File: src/rtl/mario_pkg.sv
// Shared constants and types for the Mario sprite read-side controller.
// Sprite RAM holds NUM_FRAMES frames of SPR_W x SPR_H 4-bit palette indices.
package mario_pkg;

    localparam int unsigned SPR_W           = 20;
    localparam int unsigned SPR_H           = 40;
    localparam int unsigned NUM_FRAMES      = 3;
    localparam int unsigned FRAME_WORDS     = SPR_W * SPR_H;
    localparam int unsigned TICKS_PER_FRAME = 6;

    localparam logic [3:0] KEY_IDX = 4'hE;

    typedef enum logic [1:0] {
        GROUND = 2'd0,
        JUMP   = 2'd1,
        HOLD   = 2'd2
    } anim_state_t;

    localparam logic [18:0] FRAME_BASE_0 = 19'd0;
    localparam logic [18:0] FRAME_BASE_1 = 19'(FRAME_WORDS);
    localparam logic [18:0] FRAME_BASE_2 = 19'(2 * FRAME_WORDS);

    function automatic logic [18:0] frame_base_of(input logic [1:0] frame);
        logic [18:0] base;
        case (frame)
            2'd1:    base = FRAME_BASE_1;
            2'd2:    base = FRAME_BASE_2;
            default: base = FRAME_BASE_0;
        endcase
        return base;
    endfunction

endpackage

File: src/rtl/sprite_anim_fsm.sv
// Jump animation sequencer: steps the sprite frame once per TICKS_PER_FRAME
// video frames while airborne and holds the last frame until landing.
module sprite_anim_fsm
    import mario_pkg::*;
(
    input  logic        CLK,
    input  logic        Reset,
    input  logic        frame_start,
    input  logic        jump,
    output logic [1:0]  anim_frame,
    output logic [18:0] frame_base
);

    localparam logic [1:0] S_GROUND = GROUND;
    localparam logic [1:0] S_JUMP   = JUMP;
    localparam logic [1:0] S_HOLD   = HOLD;

    localparam logic [2:0] TICK_LAST  = 3'(TICKS_PER_FRAME - 1);
    localparam logic [1:0] FRAME_LAST = 2'(NUM_FRAMES - 1);

    logic [1:0]  state_q, state_d;
    logic [2:0]  tick_q, tick_d;
    logic [1:0]  frame_q, frame_d;
    logic [18:0] base_q, base_d;

    always_comb begin
        state_d = state_q;
        tick_d  = tick_q;
        frame_d = frame_q;
        // Everything holds between frame_start pulses so the frame never
        // changes while a line is being drawn.
        if (frame_start) begin
            case (state_q)
                S_GROUND: begin
                    frame_d = 2'd0;
                    tick_d  = 3'd0;
                    if (jump) begin
                        state_d = S_JUMP;
                    end
                end
                S_JUMP: begin
                    if (!jump) begin
                        state_d = S_GROUND;
                        frame_d = 2'd0;
                        tick_d  = 3'd0;
                    end else if (tick_q == TICK_LAST) begin
                        tick_d  = 3'd0;
                        frame_d = frame_q + 2'd1;
                        if (frame_d == FRAME_LAST) begin
                            state_d = S_HOLD;
                        end
                    end else begin
                        tick_d = tick_q + 3'd1;
                    end
                end
                S_HOLD: begin
                    if (!jump) begin
                        state_d = S_GROUND;
                        frame_d = 2'd0;
                        tick_d  = 3'd0;
                    end else begin
                        frame_d = FRAME_LAST;
                    end
                end
                default: begin
                    state_d = S_GROUND;
                    frame_d = 2'd0;
                    tick_d  = 3'd0;
                end
            endcase
        end
        base_d = frame_base_of(frame_d);
    end

    always_ff @(posedge CLK) begin
        if (Reset) begin
            state_q <= S_GROUND;
            tick_q  <= 3'd0;
            frame_q <= 2'd0;
            base_q  <= 19'd0;
        end else begin
            state_q <= state_d;
            tick_q  <= tick_d;
            frame_q <= frame_d;
            base_q  <= base_d;
        end
    end

    assign anim_frame = frame_q;
    assign frame_base = base_q;

endmodule

File: src/rtl/mario_sprite_ctrl.sv
// Sprite RAM read controller: per-pixel hit test and address generation, with a
// 2-stage pipeline aligning the hit flag to the registered RAM read data.
module mario_sprite_ctrl
    import mario_pkg::*;
(
    input  logic        CLK,
    input  logic        Reset,
    input  logic        frame_start,
    input  logic        jump,
    input  logic [9:0]  DrawX,
    input  logic [9:0]  DrawY,
    input  logic [9:0]  MarioX,
    input  logic [9:0]  MarioY,
    input  logic [3:0]  ram_data,
    output logic [18:0] READ_ADDR,
    output logic        pix_valid,
    output logic [3:0]  pix_idx,
    output logic [1:0]  anim_frame
);

    logic [18:0] frame_base;

    sprite_anim_fsm u_anim (
        .CLK         (CLK),
        .Reset       (Reset),
        .frame_start (frame_start),
        .jump        (jump),
        .anim_frame  (anim_frame),
        .frame_base  (frame_base)
    );

    // 11-bit compare so a sprite near the right/bottom edge clips, never wraps.
    logic [10:0] draw_x, draw_y, spr_x, spr_y;
    logic        hit;

    assign draw_x = {1'b0, DrawX};
    assign draw_y = {1'b0, DrawY};
    assign spr_x  = {1'b0, MarioX};
    assign spr_y  = {1'b0, MarioY};

    assign hit = (draw_x >= spr_x) && (draw_x < spr_x + 11'(SPR_W)) &&
                 (draw_y >= spr_y) && (draw_y < spr_y + 11'(SPR_H));

    logic [9:0]  col_off, row_off;
    logic [18:0] addr_next;

    assign col_off   = DrawX - MarioX;
    assign row_off   = DrawY - MarioY;
    assign addr_next = hit ? frame_base + 19'(row_off) * 19'(SPR_W) + 19'(col_off)
                           : frame_base;

    logic [18:0] read_addr_q;
    logic        hit_d1, hit_d2;
    logic        pix_valid_q;
    logic [3:0]  pix_idx_q;
    logic        opaque;

    assign opaque = hit_d2 && (ram_data != KEY_IDX);

    always_ff @(posedge CLK) begin
        if (Reset) begin
            read_addr_q <= 19'd0;
            hit_d1      <= 1'b0;
            hit_d2      <= 1'b0;
            pix_valid_q <= 1'b0;
            pix_idx_q   <= 4'd0;
        end else begin
            read_addr_q <= addr_next;
            hit_d1      <= hit;
            hit_d2      <= hit_d1;
            pix_valid_q <= opaque;
            pix_idx_q   <= opaque ? ram_data : 4'd0;
        end
    end

    assign READ_ADDR = read_addr_q;
    assign pix_valid = pix_valid_q;
    assign pix_idx   = pix_idx_q;

endmodule

File: config.mk
export PLATFORM = sky130hd
export DESIGN_NAME = mario_sprite_ctrl
export DESIGN_NICKNAME = d
export VERILOG_FILES = /design/src/rtl/mario_pkg.sv /design/src/rtl/sprite_anim_fsm.sv /design/src/rtl/mario_sprite_ctrl.sv
export SDC_FILE = /design/constraint.sdc
export NUM_CORES = 1
export LEC_CHECK = 0
export CORE_MARGIN = 2
export CORE_UTILIZATION = 57
export DETAILED_ROUTE_END_ITERATION = 8
export PLACE_DENSITY_LB_ADDON = 0.12
export SLEW_MARGIN = 10
export SYNTH_ARGS = -nofsm -noshare
export SYNTH_HDL_FRONTEND = slang
export SYNTH_SLANG_ARGS = --single-unit
File: constraint.sdc
create_clock -name CLK -period 15.2 [get_ports CLK]
set_input_delay 3.04 -clock CLK [delete_from_list [all_inputs] [get_ports CLK]]
set_output_delay 3.04 -clock CLK [all_outputs]
set_load 0.01 [all_outputs]
==> flow_summary.yaml, run 1 <==
sta:
  period_minus_slack_ps: 7864
  setup_tns_ps: 0
  finalSetupViolations: 0
  rsz0062_at_grt: "false"
  max_slew.worst_pin.slew_ps: 707.6
  slew_headroom: 0.5242
  setup_ws_ps: 7336
  period_share: 0.5174
  fin_worst_skew_ps: 5.927
  hold_viol: 0
  max_freq_mhz: 127.2
  drv_slew: 0
setup_path:
  crit_slowest_cell: "o41ai_1"
  r2r.worst_path.cells: 11
  crit_buf_inv: 3
  rr_startpoint: "u_anim.frame_base[6]"
  r2r-end: "READ_ADDR[14]"
  cp-start-kind: "primary input"
  arrival_ps: 8040
  crit_required_ps: 15370
  slowest_delay_ps: 520
  r2r_slack_ps: 12280
  crit_chain: "clkdlybuf4s50_1 > inv_1 > ha_1 > fa_1 > nor2b_1 > o21ai_1 > nand2_1 > xor2_1 > ha_1 > fa_1 > a21o_1 > a21oi_1 > xor2_1 > fa_1 > inv_1 > ha_1 > o41ai_1 > o21ai_0 > nand2_1 > nor2b_1 > o311a_1"
  worst-path-max-fanout: 5
  critPathCaptureType: "flip-flop"
  timing_worst_setup_path_type: "primary input to flip-flop"
  cp_top_family: "adder cells"
power:
  internal_power_mw: 0.2953
  p_per_area_nw_per_um2: 118.0
  power.leakage_nw: 2.068
  sw_frac_of_total: 0.4433
  p_comb_frac: 0.712
  power_switching_mw: 0.2352
  ir_worst_vdd_mv: 0.08266
  pwr-share-seq: 0.172
  p_clk_frac: 0.116
clock_network:
  cts_buffers: 5
  cts.clk_slew.worst_paths_ps: 60
  tritoncts: "done"
  postCtsSetupBuffers: 0
  root_buffer: "clkbuf_8"
  htreeDepth: 2
  clkSinkCount: 33
  clockBufferDepth: 2
  clk_latency_ps: 280
  cts_hold_buf: 0
  post_cts_resized: 0
yosys:
  synth_common_cells: "ha_1 (73), inv_1 (50), nor2_1 (35)"
  yosys.area.top_type: "ha_1"
  syn_inst: 440
  seq_area_frac_synth: 0.1816
  yosys.area.top_type_share: 0.2511
  synth.area.top_cells: "ha_1 (25%), dfxtp_1 (18%), xnor2_1 (5.5%)"
  synth.avg_cell_area_um2: 8.266
  ys_warn_count: 0
  synth-main-ff-cell: "dfxtp_1"
  synth_area_um2: 3637
  synth.most_common_cell: "ha_1"
  async_flop_share: 0
  synth_edf_count: 0
  yosysUniqueCellTypes: 54
  ys_ff_latch: 33
run:
  cap_violations: 0
layout:
  drive_gt1_frac: 0.02907
  areaGrowthSynthToFinish_pct: 23.56
  fin_nets: 644
  num-fill-cells: 519
  antenna_cells: 0
  finish.instance_area_um2: 4494
floorplanning:
  die_h_um: 83.88
  die_w_um: 83.88
  top_level_ports: 74
  die-area_um2: 7036
  initial_core_util: 0.5794
  num_rows: 29
  coreArea_um2: 6277
drt:
  wl_per_cell_um: 12.93
  drt_first_pass_iters: 4
  routed_wirelength_um: 7666
  antenna_left: 0
  drtIter0Drc: 101
  vias: 3297
  avgViaCountPerCell: 5.560
  drc: 0
global_routing:
  grtUsageMet1: 0.2693
  grt_max_degree: 17
  grt_first_pass_wirelength_um: 13520
  busiest_layer: "met2"
  grt_pass1_vias: 3288
  grt_use_total: 0.2265
  grt.overflow.total: 0
  grt_use_met2: 0.4145
  met3_usage: 0.04055
  antenna_found_initial: 0
placed_design:
  dp_slack_ps: 7087
  io_buffers: 70
  place_area_um2: 4412
  dp_hpwl_um: 6490
  routabilityCongestion: 0.8750
worst_hold_path:
  hp-class: "flip-flop to flip-flop"
  hold_end: "hit_d2"
  whs_path_depth: 1
  hp-start: "hit_d1"
run_status:
  outcome: "complete, no violations"
[sequential cells by signal (all words and copies together), names as in the netlist]
register and cells:
READ_ADDR 16, pix_idx 4, u_anim.frame_base 3, u_anim.tick_q 3
u_anim.anim_frame 2, u_anim.state_q 2, hit_d1 1, hit_d2 1
pix_valid 1
[worst register-to-register path, cell delays in order (launching register included)]
cell and delay, ps:
dfxtp_1 400, inv_1 90, fa_1 540, inv_1 40, ha_1 360, nand3_1 110, o211ai_1 140, o41ai_1 470
o21ai_0 220, nand2_1 120, nor2b_1 50, o311a_1 280
[worst max-delay path by stage]
stage,slack (ps),start,endpoint,cells past startpoint
floorplan,7960,DrawY[0],READ_ADDR[14],20
global placement,7280,DrawY[0],READ_ADDR[14],21
detailed placement,7090,DrawY[0],READ_ADDR[14],21
CTS,7380,DrawY[0],READ_ADDR[14],21
global route,7070,DrawY[0],READ_ADDR[14],21
finish,7340,DrawY[0],READ_ADDR[14],21
[layout by cell type (no fill, tap or decap), drive strengths merged, types with 3 or more instances in the layout]
cell / netlist / routed
conb: 1 / 4
o31ai: 4 / 4
o211ai: 5 / 5
nand4: 4 / 4
nor3: 11 / 11
a21oi: 30 / 30
a211oi: 4 / 4
nor3b: 4 / 4
o21ai: 25 / 25
clkbuf: 1 / 6
fa: 8 / 8
dfxtp: 33 / 33
o21a: 6 / 6
a211o: 3 / 3
a21o: 6 / 6
clkinv: 1 / 3
xor2: 11 / 11
xnor2: 23 / 23
nand3: 13 / 13
and2: 9 / 9
nor4: 5 / 5
mux2i: 4 / 4
nand2: 26 / 26
inv: 50 / 50
ha: 73 / 73
nor2: 35 / 35
nor2b: 9 / 9
clkdlybuf4s50: 0 / 70
a31oi: 3 / 3
[cell families after synthesis]
kind of cell             after synthesis  share of synthesized area
AND/OR/NAND/NOR                      127                     0.1761
AO/OA/AOI/OAI                        103                     0.1847
adder cells (fa/ha/maj)               81                     0.2951
buffers and inverters                 56                    0.06226
XOR/XNOR                              35                    0.08806
flip-flops                            33                     0.1816
multiplexers                           4                    0.01101
other                                  1                   0.001031
[power groups by stage]
stage          Sequential (mW)  Clock [mW]  Combinational [mW]
5_1_grt                 0.0917      0.0661               0.430
3_3_place_gp            0.0932           0               0.361
6_report                0.0913      0.0616               0.378
4_1_cts                 0.0914      0.0640               0.376
2_1_floorplan           0.0948           0               0.293
3_5_place_dp            0.0932           0               0.373
[layout make-up]
type | instances | area (um2) | area share
multi-input cells | 354 | 2761 | 0.6144
flip-flops and latches | 33 | 660.6 | 0.1470
clock buffers | 6 | 72.57 | 0.01615
well taps | 77 | 96.34 | 0.02144
clock inverters | 2 | 10.01 | 0.002227
inverters | 51 | 192.7 | 0.04287
repair buffers | 70 | 700.7 | 0.1559
[per-stage QoR]
step           hold WS, ps  power (mW)  utilization  cells
3_3_place_gp         419.6      0.4540       0.7028    585
2_1_floorplan        413.8      0.3882            -    443
4_1_cts              435.5      0.5314       0.7160    593
3_5_place_dp         425.0      0.4663       0.7028    585
6_report             436.1      0.5305       0.7160    593
5_1_grt              462.5      0.5879       0.7160    593
[layer usage]
metal  vias up  routed length, um
li1       1695                  -
met1      1523               3434
met2        63               3802
met3        16                283
met4         0                146
met5         -                  0
Note: power is estimated with default switching activity, not from simulation.
==> inputs of run 2 (changes only) <==
CORE_UTILIZATION = 48   (was 57)
clock period = 7.05 ns   (was 15.2 ns; I/O delays follow)
==> run 2 against run 1 <==
- final area is 1.8% higher
- hold slack better by 3.2 ps
- combinational power increased by 110%
- utilization decreased by 8.9 points
- clock power grew to 3.4 times the previous value
- clock skew decreased by 0.98 ps
- cell count is 3.7% higher
- clock-buffer cell count shrank 1
- largest cell class unchanged
- largest power group unchanged
==> flow_summary.yaml, run 2 (same netlist as run 1, synthesis figures left out) <==
placed_design:
  dp_slack_ps: 657.1
  routabilityCongestion: 0.8830
  dp_hpwl_um: 6414
  io_buffers: 70
layout:
  final_cell_mix: "ha_1 (73), clkdlybuf4s50_1 (70), inv_1 (50), nor2_1 (35), dfxtp_1 (33)"
  fin_nets: 644
  areaGrowthSynthToFinish_pct: 25.73
  largest_register_ff_count: 16
  antenna_cells: 0
  drive_gt1_frac: 0.03101
  final_util: 0.6271
  final_common_cell: "ha_1"
clock_network:
  htreeDepth: 2
  root_buffer: "clkbuf_8"
  cts_hold_buf: 0
  clk_latency_ps: 280
  tritoncts: "done"
  cts.clk_slew.worst_paths_ps: 70
  cts_buffers: 5
  clockBufferDepth: 2
  postCtsSetupBuffers: 0
  post_cts_resized: 0
  clkSinkCount: 33
setup_path:
  crit_chain: "clkdlybuf4s50_1 > inv_1 > ha_1 > fa_1 > nor2b_1 > o21ai_1 > nand2_1 > xor2_1 > ha_1 > fa_1 > a21o_1 > a21oi_1 > xor2_1 > fa_1 > inv_1 > ha_1 > o41ai_1 > o21ai_0 > nand2_1 > nor2b_1 > o311a_1"
  crit_slowest_cell: "fa_1"
  r2r_slack_ps: 4190
  r2r-end: "READ_ADDR[14]"
  crit_buf_inv: 3
  arrival_ps: 6260
  rr_startpoint: "u_anim.frame_base[6]"
  slowest_delay_ps: 510
  cp-start-kind: "primary input"
  r2r.worst_path.cells: 11
  timing_worst_setup_path_type: "primary input to flip-flop"
  crit_required_ps: 7230
  cp_top_family: "adder cells"
  critPathCaptureType: "flip-flop"
  worst-path-max-fanout: 5
sta:
  drv_slew: 0
  slew_headroom: 0.4478
  fin_worst_skew_ps: 4.945
  setup_tns_ps: 0
  period_share: 0.8629
  setup_ws_ps: 966.2
  hold_viol: 0
  finalSetupViolations: 0
  period_minus_slack_ps: 6084
  max_slew.worst_pin.slew_ps: 821.3
  max_freq_mhz: 164.4
  rsz0062_at_grt: "false"
worst_hold_path:
  hp-class: "flip-flop to flip-flop"
  hold_end: "hit_d2"
  hp-start: "hit_d1"
  whs_path_depth: 1
run_status:
  outcome: "complete, no violations"
power:
  p_comb_frac: 0.664
  ir_worst_vdd_mv: 0.1515
  p_per_area_nw_per_um2: 264.0
  power.leakage_nw: 2.091
  p_clk_frac: 0.173
  sw_frac_of_total: 0.4153
  power_switching_mw: 0.5014
  internal_power_mw: 0.7060
  pwr-share-seq: 0.163
drt:
  drtIter0Drc: 81
  routed_wirelength_um: 7437
  drt_first_pass_iters: 4
  vias: 3246
  avgViaCountPerCell: 5.278
  wl_per_cell_um: 12.09
  antenna_left: 0
  drc: 0
floorplanning:
  num_rows: 31
  coreArea_um2: 7292
  die_w_um: 91.05
  initial_core_util: 0.4988
  die_h_um: 91.05
  top_level_ports: 74
  die-area_um2: 8290
global_routing:
  grtUsageMet1: 0.2290
  grt_max_degree: 17
  grt_pass1_vias: 3212
  grt_use_met2: 0.3475
  met3_usage: 0.04149
  grt.overflow.total: 0
  grt_use_total: 0.1910
  antenna_found_initial: 0
  grt_first_pass_wirelength_um: 13370
  busiest_layer: "met2"
run:
  cap_violations: 0
[run 2: changes by cell type in the layout (fill, tap and decap cells not counted), sizes merged]
cell,delta
bufinv,+2
clkbuf,-1
clkinv,-1
[run 2: per-layer routing]
| metal | up-vias | part of all wire |
|---|---|---|
| met2 | 56 | 0.49 |
| met4 | 0 | 0.012 |
| met5 | - | 0 |
| met3 | 8 | 0.046 |
| met1 | 1488 | 0.45 |
| li1 | 1694 | - |
[run 2: power by group through the flow]
stage	clock [mW]	sequential (mW)	combinational, mW
CTS	0.214	0.197	0.806
floorplan	0	0.204	0.632
finish	0.208	0.197	0.802
global placement	0	0.201	0.783
global route	0.221	0.198	0.924
detailed placement	0	0.201	0.798
[run 2: area by class of cell]
type	count	area, um2
clock buffers	5	68.82
inverters	51	192.7
clock inverters	3	65.06
repair buffers	70	700.7
well taps	99	123.9
flip-flops and latches	33	660.6
fillers	689	2719
multi-input cells	354	2761
[run 2: how the worst max path moves through the flow]
stage / startpoint / to / slack (ps) / cells after the start
6_report: DrawY[0] / READ_ADDR[14] / 970 / 21
5_1_grt: DrawY[0] / READ_ADDR[14] / 640 / 21
4_1_cts: DrawY[0] / READ_ADDR[14] / 940 / 21
3_5_place_dp: DrawY[0] / READ_ADDR[14] / 660 / 21
3_3_place_gp: DrawY[0] / READ_ADDR[14] / 740 / 21
2_1_floorplan: DrawY[0] / READ_ADDR[14] / 1440 / 20
[run 2: through the flow]
stage               power, mW  area [um2]  hold WS [ps]  cells
finish                  1.207        4573         439.3    615
global route            1.343        4573         477.0    615
CTS                     1.216        4573         447.1    615
detailed placement     0.9988        4439         430.4    607
global placement       0.9840        4439         421.1    607
floorplan              0.8369        3649         413.8    443
[run 2: worst reg2reg max path, cell delays in order, from the launching register on]
cell and delay [ps]:
dfxtp_1 390, inv_1 90, fa_1 540, inv_1 40, ha_1 350, nand3_1 110, o211ai_1 120, o41ai_1 440
o21ai_0 220, nand2_1 120, nor2b_1 50, o311a_1 270
==> inputs of run 3 (changes only) <==
CTS_CLUSTER_DIAMETER = 100   (was default)
==> results of run 3 <==
No change in the layout: final DEF, timing and power equal those of run 2.
